File: config.mk
export PLATFORM = sky130hd
export DESIGN_NAME = fifoc2cs_parser
export DESIGN_NICKNAME = d
export VERILOG_FILES = /design/src/rtl/fifoc2cs_parser.sv
export SDC_FILE = /design/constraint.sdc
export NUM_CORES = 1
export LEC_CHECK = 0
export ABC_AREA = 1
export CORE_UTILIZATION = 45
export DETAILED_ROUTE_END_ITERATION = 8
export GPL_TIMING_DRIVEN = 0
export PLACE_DENSITY = 0.69
export REMOVE_ABC_BUFFERS = 1
export SKIP_CTS_REPAIR_TIMING = 1
export SYNTH_ARGS = -nofsm -noshare
export SYNTH_HDL_FRONTEND = slang
export SYNTH_SLANG_ARGS = --single-unit
File: constraint.sdc
create_clock -name clk -period 2.6 [get_ports clk]
set_clock_uncertainty 0.15 [all_clocks]
set_input_delay 0.26 -clock clk [delete_from_list [all_inputs] [get_ports clk]]
set_output_delay 0.26 -clock clk [all_outputs]
set_load 0.01 [all_outputs]
File: src/rtl/fifoc2cs_parser.sv
// Command-path reader: drains one UDP command frame from FIFO C per fs request,
// validates header and checksum, and atomically updates the nine cmd_* registers.
module fifoc2cs_parser #(
    parameter logic [7:0] HEAD0   = 8'h55,
    parameter logic [7:0] HEAD1   = 8'hAA,
    parameter int         FRM_LEN = 12
) (
    input  logic        clk,
    input  logic        rst,
    input  logic        fs,
    output logic        fd,
    input  logic [11:0] rx_len,
    input  logic [7:0]  fifoc_rxd,
    input  logic        fifoc_empty,
    output logic        fifoc_rxen,
    output logic [7:0]  cmd_kdev,
    output logic [7:0]  cmd_smpr,
    output logic [7:0]  cmd_filt,
    output logic [7:0]  cmd_mix0,
    output logic [7:0]  cmd_mix1,
    output logic [7:0]  cmd_reg4,
    output logic [7:0]  cmd_reg5,
    output logic [7:0]  cmd_reg6,
    output logic [7:0]  cmd_reg7,
    output logic        cmd_vld,
    output logic        err
);

    localparam logic [11:0] FRM_LEN_W = FRM_LEN[11:0];

    typedef enum logic [2:0] {IDLE, READ, FLUSH, CHECK, DONE} state_t;

    state_t      state;
    logic [11:0] rissue;
    logic [11:0] ic;
    logic [11:0] dc;
    logic [7:0]  acc;
    logic        bad;
    logic        dv;
    logic [7:0]  shadow [0:8];
    logic [11:0] ic_next;
    logic [3:0]  sidx;

    // Read enable stays combinational so an empty FIFO stops popping in the same cycle.
    assign fifoc_rxen = (state == READ) && !fifoc_empty && (ic < rissue);
    assign ic_next    = ic + {11'd0, fifoc_rxen};
    assign sidx       = dc[3:0] - 4'd2;

    always_ff @(posedge clk or negedge rst) begin
        if (!rst) begin
            state    <= IDLE;
            rissue   <= '0;
            ic       <= '0;
            dc       <= '0;
            acc      <= '0;
            bad      <= 1'b0;
            dv       <= 1'b0;
            fd       <= 1'b0;
            cmd_vld  <= 1'b0;
            err      <= 1'b0;
            cmd_kdev <= '0;
            cmd_smpr <= '0;
            cmd_filt <= '0;
            cmd_mix0 <= '0;
            cmd_mix1 <= '0;
            cmd_reg4 <= '0;
            cmd_reg5 <= '0;
            cmd_reg6 <= '0;
            cmd_reg7 <= '0;
            for (int i = 0; i < 9; i++) shadow[i] <= '0;
        end else begin
            cmd_vld <= 1'b0;
            err     <= 1'b0;
            dv      <= fifoc_rxen;

            // Bytes past the checksum are consumed but ignored to keep the FIFO frame-aligned.
            if (dv) begin
                if (dc == 12'd0) begin
                    if (fifoc_rxd != HEAD0) bad <= 1'b1;
                end else if (dc == 12'd1) begin
                    if (fifoc_rxd != HEAD1) bad <= 1'b1;
                end else if (dc <= 12'd10) begin
                    shadow[sidx] <= fifoc_rxd;
                    acc          <= acc + fifoc_rxd;
                end else if (dc == 12'd11) begin
                    if (fifoc_rxd != acc) bad <= 1'b1;
                end
                if (dc != 12'hFFF) dc <= dc + 12'd1;
            end

            case (state)
                IDLE: begin
                    fd <= 1'b0;
                    if (fs) begin
                        rissue <= rx_len;
                        ic     <= '0;
                        dc     <= '0;
                        acc    <= '0;
                        bad    <= 1'b0;
                        state  <= (rx_len == 12'd0) ? CHECK : READ;
                    end
                end
                READ: begin
                    ic <= ic_next;
                    if (ic_next == rissue) state <= FLUSH;
                end
                FLUSH: state <= CHECK;
                CHECK: begin
                    if (!bad && (dc >= FRM_LEN_W)) begin
                        cmd_kdev <= shadow[0];
                        cmd_smpr <= shadow[1];
                        cmd_filt <= shadow[2];
                        cmd_mix0 <= shadow[3];
                        cmd_mix1 <= shadow[4];
                        cmd_reg4 <= shadow[5];
                        cmd_reg5 <= shadow[6];
                        cmd_reg6 <= shadow[7];
                        cmd_reg7 <= shadow[8];
                        cmd_vld  <= 1'b1;
                    end else begin
                        err <= 1'b1;
                    end
                    state <= DONE;
                end
                DONE: begin
                    if (fs) begin
                        fd <= 1'b1;
                    end else begin
                        fd    <= 1'b0;
                        state <= IDLE;
                    end
                end
                default: state <= IDLE;
            endcase
        end
    end

endmodule

==> qor.csv, run 1 <==
metric,value,unit
dominant cell type by area after synthesis,dfrtp_1,
"slowest stage delay, CP",470,ps
Critical Path Start,ic[5]$_DFFE_PN0P_,
total power,12.5,mW
RSZ-0062 raised after global routing,yes,
most frequent cell after synthesis,nand2_1,
Worst setup EP type,flop,
worst hold path type,in2async,
GRT overflow,0,
"reg-to-reg slack, setup",-610,ps
top-area cell type share of the netlist area,55.6,%
final hold violations,0,
starting density of the core,46.5,%
cell chain of the critical path,ha_1 > a21oi_1 > o21ai_1 > a21oi_1 > nand2_2 > nor3_4 > ha_4 > ha_4 > nand3_4 > nor2_4 > buf_6 > nand3_2 > nand2_1 > nand2_1 > nand2_1 > nand2_1 > nor2_1 > nand2_1 > nand2_1 > nand2_1 > nor2_1,
crit path kind,reg2reg,
Netlist cell types,41,
Max-cap violations,0,
slack of the critical path,-609,ps
failing checks,setup timing,
DR vias/cell,5.01,
Placed Cells,1351,
CP Data Required Time,2820,ps
Area growth syn-to-layout,24.1,%
Final Wtd Congestion,0.824,
DP HPWL,12600,microns
latest clock arrival within the worst-skew pair,440,ps
CP max stage cell,dfrtp_2,
post-DR wirelength/cell,14.2,microns
"Seq/Total Area, Yosys",55.6,%
final worst-path cycle share,123,%
IO Pins,100,
outcome,finished with violations,
die area,0.0202,sq mm
switch share,37.3,%
peak supply drop,0.000577,V
worst r2r dst,state[1]$_DFFE_PN0P_,
Internal Power,7.85,mW
syn avg cell area,8.61,sq um
Leak,5.28,nW
IO buf count,99,
Total Wirelength,19800,microns
"EDFF count, synth",0,
most used cell along the critical path,nand2_1,
clk buf depth,2,
number of antenna repair diodes,0,
fmax,312,MHz
asr flop ratio synth,100,%
Area contributors post-synth,"dfrtp_1, nand2_1, o21ai_0",
routed via count,6992,
worst rel slew slack,51.9,%
initial antenna violation count,0,
pin count of the biggest net entering global routing,118,
PwrDens,1140,mW/mm^2
cts bufs inserted,17,
Seq pwr share,40.6,%
htree depth,4,
post-layout instance count excluding filler cells,1397,
Sink Count,196,
worst-margin pin slew,719,ps
row cnt,50,
worst reg2reg path depth,21,
reg2reg start,ic[5]$_DFFE_PN0P_,
share of layout cells above drive strength 1,8.36,%
DIE WIDTH,142,microns
combinational power share,39.6,%
first-pass GRT wire length,32100,microns
final worst path period need,3210,ps
pre-CTS setup slack,-1240,ps
Layout Nets,1178,
vias in the first global route,6340,
"CP delay by family, top",simple AND/OR/NAND/NOR gates,
max-slew violation count,0,
setup violators final,13,
Clock power frac,19.8,%
Final ANT Viol Nets,0,
Commonest cells post-synth,"nand2_1, dfrtp_1, inv_1, o21ai_0, nor2_1",
DIE HEIGHT,142,microns
WP data arrival,3430,ps
Synth Register Bits,196,
crit path max fanout,7,
CP startpoint kind,flop,
All-Layer GR Usage,20.3,%
clk slew on worst S/H paths,70,ps
first-pass iteration count of the detailed router,5,
CP Depth,21,
Synth warnings,0,
Net Switching,4.67,mW
Placeable Area,0.0190,sq mm
CTS tree,built,
Post-synth top flop,dfrtp_1,
CTS root buf,clkbuf_16,
initial drt markers,477,
Synth Instances,1024,
Synth Cell Area,0.00881,sq mm
Bufs and invs on worst path,1,
DRC,0,
[worst max path at each step]
stage / to
after floorplan: cmd_filt[0]$_DFFE_PN0P_
after global placement: ic[11]$_DFFE_PN0P_
after detailed placement: state[1]$_DFFE_PN0P_
after CTS: state[1]$_DFFE_PN0P_
after global routing: state[1]$_DFFE_PN0P_
final: state[1]$_DFFE_PN0P_
[flip-flops by register name, indices dropped and copies added (netlist names)]
register,cells
acc,8
bad,1
cmd_filt,8
cmd_kdev,8
cmd_mix0,8
cmd_mix1,8
cmd_reg4,8
cmd_reg5,8
cmd_reg6,8
cmd_reg7,8
cmd_smpr,8
cmd_vld,1
dc,12
dv,1
err,1
fd,1
ic,12
rissue,12
shadow,72
state,3
[per-layer routing]
metal | vias to the layer above | GRT usage (%) | part of all wire [%]
met3 | 19 | 4.34 | 3.8
met4 | 0 | 6.11 | 1.1
met5 | - | 0 | 0
li1 | 3503 | - | -
met1 | 3330 | 28.5 | 48
met2 | 140 | 31.7 | 47
[logic make-up (layout without fill, tap and decap cells)]
kind of cell               after synthesis  after routing  synth area share (%)
AOI/OAI and AO/OA                      156            156                  9.28
xor gates and xnor gates                12             12                  1.19
adders and majority gates               29             29                  4.20
buffers and inverters                  111            223                  5.07
DFF                                    196            196                  55.6
and+or+nand+nor                        520            521                  24.6
[worst register-to-register path, cell delays in order (launching register included)]
cell     delay (ps)
dfrtp_2         470
ha_1            320
a21oi_1         160
o21ai_1          80
a21oi_1         180
nand2_2         100
nor3_4          280
ha_4            240
ha_4            160
nand3_4          80
nor2_4          140
buf_6           120
nand3_2          60
nand2_1          90
nand2_1          60
nand2_1          60
nand2_1          70
nor2_1           80
nand2_1          60
nand2_1          80
nand2_1          50
nor2_1           80
[area by class of cell]
cell class	instances	area, sq um
inverter	77	309
tap	260	325
fill	1661	8010
clock inverter	13	116
sequential	196	4910
clock buffer	18	439
timing repair buffer	115	1170
multi-input combinational	718	3680
[through the flow]
| stage | hold WS [ps] | cell area (sq um) | util (%) | setup TNS [ps] |
|---|---|---|---|---|
| floorplan | -186 | 8660 | - | -88880 |
| global placement | 301 | 9980 | 52.6 | -1641600 |
| detailed placement | 138 | 10000 | 53.0 | -52300 |
| CTS | -334 | 10600 | 55.9 | -54490 |
| global route | 282 | 10900 | 57.7 | -5250 |
| finish | 222 | 10900 | 57.7 | -2960 |
[cells in the final DEF (no fill, tap or decap), types with 2 or more instances in the layout]
cell type | synthesis | layout
buf_6 | 1 | 3
nor3_1 | 6 | 5
nand2_2 | 1 | 7
clkdlybuf4s50_1 | 0 | 97
ha_1 | 28 | 23
o21ai_1 | 41 | 46
o22ai_1 | 4 | 4
clkinvlp_4 | 0 | 4
or2_2 | 2 | 2
nor2_4 | 0 | 3
o21bai_1 | 2 | 2
nand4_1 | 10 | 10
a21oi_1 | 26 | 25
inv_8 | 0 | 4
clkinv_4 | 0 | 3
o21ai_0 | 73 | 67
xnor2_1 | 7 | 7
dfrtp_1 | 196 | 194
nor2_1 | 49 | 45
a211oi_1 | 2 | 2
nand3_4 | 5 | 10
nor3_4 | 0 | 2
inv_1 | 74 | 73
dfrtp_2 | 0 | 2
nand3_1 | 42 | 38
nand2_1 | 393 | 386
nor4_1 | 2 | 2
inv_6 | 0 | 3
buf_16 | 0 | 2
nand3_2 | 3 | 2
nor2_2 | 3 | 4
ha_4 | 0 | 5
clkbuf_16 | 0 | 17
buf_4 | 1 | 11
inv_2 | 2 | 2
xor2_1 | 5 | 5
[power groups by stage]
stage	Combinational (mW)	Sequential, mW	Clock (mW)
global placement	4.59	5.08	0
finish	4.96	5.08	2.48
global route	5.59	5.22	2.66
detailed placement	4.71	5.09	0
floorplan	2.47	5.21	0
CTS	4.75	5.05	2.53
No activity file was read; power rests on OpenSTA's default activity.
==> run 2, diff against run 1 <==
CTS_BUF_LIST = sky130_fd_sc_hd__clkbuf_8   (was not set)
==> qor.csv, run 2 (same netlist as run 1, synthesis figures left out) <==
metric,value,unit
most used cell along the critical path,nand2_1,
worst hold path type,in2async,
setup violators final,12,
cell area after layout,0.0108,sq mm
Internal Power,7.27,mW
pin count of the biggest net entering global routing,118,
Clock power frac,15.5,%
CTS tree,built,
CP max stage cell,dfrtp_1,
PwrDens,1100,mW/mm^2
routed via count,6934,
switch share,38.6,%
vias in the first global route,6303,
DP HPWL,12600,microns
GRT met2 Usage,30.7,%
crit path max fanout,4,
cell chain of the critical path,inv_1 > ha_1 > a21boi_1 > o211ai_1 > nand2_1 > nand3_1 > nand2_2 > nor3_4 > ha_4 > ha_4 > nand3_4 > nor2_4 > nand2_2 > nand3_2 > nand2_1 > nor2_1 > nand2_1 > nor2_2 > nand2_1 > nand2_1 > nand2_1 > nor2_1,
Post-DP Area,0.0100,sq mm
starting density of the core,46.5,%
reg2reg start,rissue[1]$_DFFE_PN0P_,
Area growth syn-to-layout,22.1,%
CP startpoint kind,flop,
clk slew on worst S/H paths,110,ps
worst r2r dst,state[1]$_DFFE_PN0P_,
RSZ-0062 raised after global routing,yes,
clk buf depth,2,
Critical Path Start,rissue[1]$_DFFE_PN0P_,
DIE WIDTH,142,microns
"slowest stage delay, CP",390,ps
IO buf count,99,
Seq pwr share,42.7,%
worst rel slew slack,53.6,%
Placed Cells,1351,
first-pass iteration count of the detailed router,5,
"reg-to-reg slack, setup",-590,ps
"commonest non-fill, non-tap cell in the layout",nand2_1,
final worst path period need,3190,ps
Finished Core Util,56.8,%
post-DR wirelength/cell,14.0,microns
most frequent cells in the layout,"nand2_1, dfrtp_1, clkdlybuf4s50_1",
Worst setup EP type,flop,
worst reg2reg path depth,22,
layer with the highest usage,met2,
GRT overflow,0,
latest clock arrival within the worst-skew pair,480,ps
cts bufs inserted,17,
initial drt markers,523,
IO Pins,100,
Placeable Area,0.0190,sq mm
peak supply drop,0.000489,V
number of antenna repair diodes,0,
Largest register FFs,72,
outcome,finished with violations,
final hold violations,0,
Final ANT Viol Nets,0,
Final Wtd Congestion,0.824,
All-Layer GR Usage,20.0,%
met1 global-route usage,28.7,%
htree depth,4,
Net Switching,4.57,mW
DRC,0,
combinational power share,41.8,%
CP Data Required Time,2870,ps
failing checks,setup timing,
crit path kind,reg2reg,
final worst-path cycle share,123,%
first-pass GRT wire length,31800,microns
fmax,313,MHz
post-layout instance count excluding filler cells,1397,
WP data arrival,3460,ps
Leak,5.19,nW
met3 global-route usage,3.60,%
Max-cap violations,0,
share of layout cells above drive strength 1,8.36,%
total power,11.8,mW
DIE HEIGHT,142,microns
Total Wirelength,19500,microns
Sink Count,196,
crit path to,state[1]$_DFFE_PN0P_,
row cnt,50,
Layout Nets,1178,
die area,0.0202,sq mm
Biggest register,shadow,
worst-margin pin slew,694,ps
DR vias/cell,4.96,
initial antenna violation count,0,
CTS root buf,clkbuf_8,
slack of the critical path,-593,ps
max-slew violation count,0,
## run 2: cell counts in the layout (fill, tap and decap cells not counted)
No cell type changed its count.
## run 2: final cells by class
class	instances	area [sq um]
Sequential cell	196	4910
Inverter	77	309
Clock buffer	18	248
Multi-Input combinational cell	718	3690
Tap cell	260	325
Fill cell	1674	8200
Clock inverter	13	116
Timing Repair Buffer	115	1160
## run 2: per-stage QoR
| stage | TNS (ps) | worst slack (ps) | hold WS [ps] |
|---|---|---|---|
| after CTS | -54770 | -1290 | -389 |
| after floorplan | -88880 | -1200 | -186 |
| after detailed placement | -52300 | -1240 | 138 |
| final | -2400 | -593 | 177 |
| after global routing | -5060 | -867 | 233 |
| after global placement | -1641600 | -7140 | 301 |
## run 2: worst min-delay path by stage
stage / from / to / slack [ps] / depth (start not counted)
floorplan: rst / acc[0]$_DFF_PN0_ / -190 / 0
global placement: shadow[11]$_DFFE_PN0P_ / cmd_reg6[3]$_DFFE_PN0P_ / 300 / 2
detailed placement: rst / cmd_filt[5]$_DFFE_PN0P_ / 140 / 1
CTS: rst / cmd_filt[5]$_DFFE_PN0P_ / -390 / 1
global route: rx_len[7] / rissue[7]$_DFFE_PN0P_ / 230 / 3
finish: rst / cmd_filt[5]$_DFFE_PN0P_ / 180 / 2
## run 2: worst max-delay path, delay by kind of cell, from the launching register on
family	cells	cell delay, ps
DFF	1	390
AOI/OAI and AO/OA	2	300
buffers and inverters	1	60
adders and majority gates	3	680
and+or+nand+nor	16	1550
## run 2: power groups by stage
| stage | Sequential, mW | Combinational [mW] | Clock [mW] |
|---|---|---|---|
| after global routing | 5.20 | 5.58 | 2.01 |
| final | 5.06 | 4.95 | 1.84 |
| after global placement | 5.08 | 4.59 | 0 |
| after CTS | 5.04 | 4.74 | 1.88 |
| after floorplan | 5.21 | 2.47 | 0 |
| after detailed placement | 5.09 | 4.71 | 0 |
## run 2: layer usage
metal	part of all wire (%)	vias to the layer above
met5	0	-
met4	1.3	0
met3	3.9	19
met2	46	138
met1	49	3260
li1	-	3517
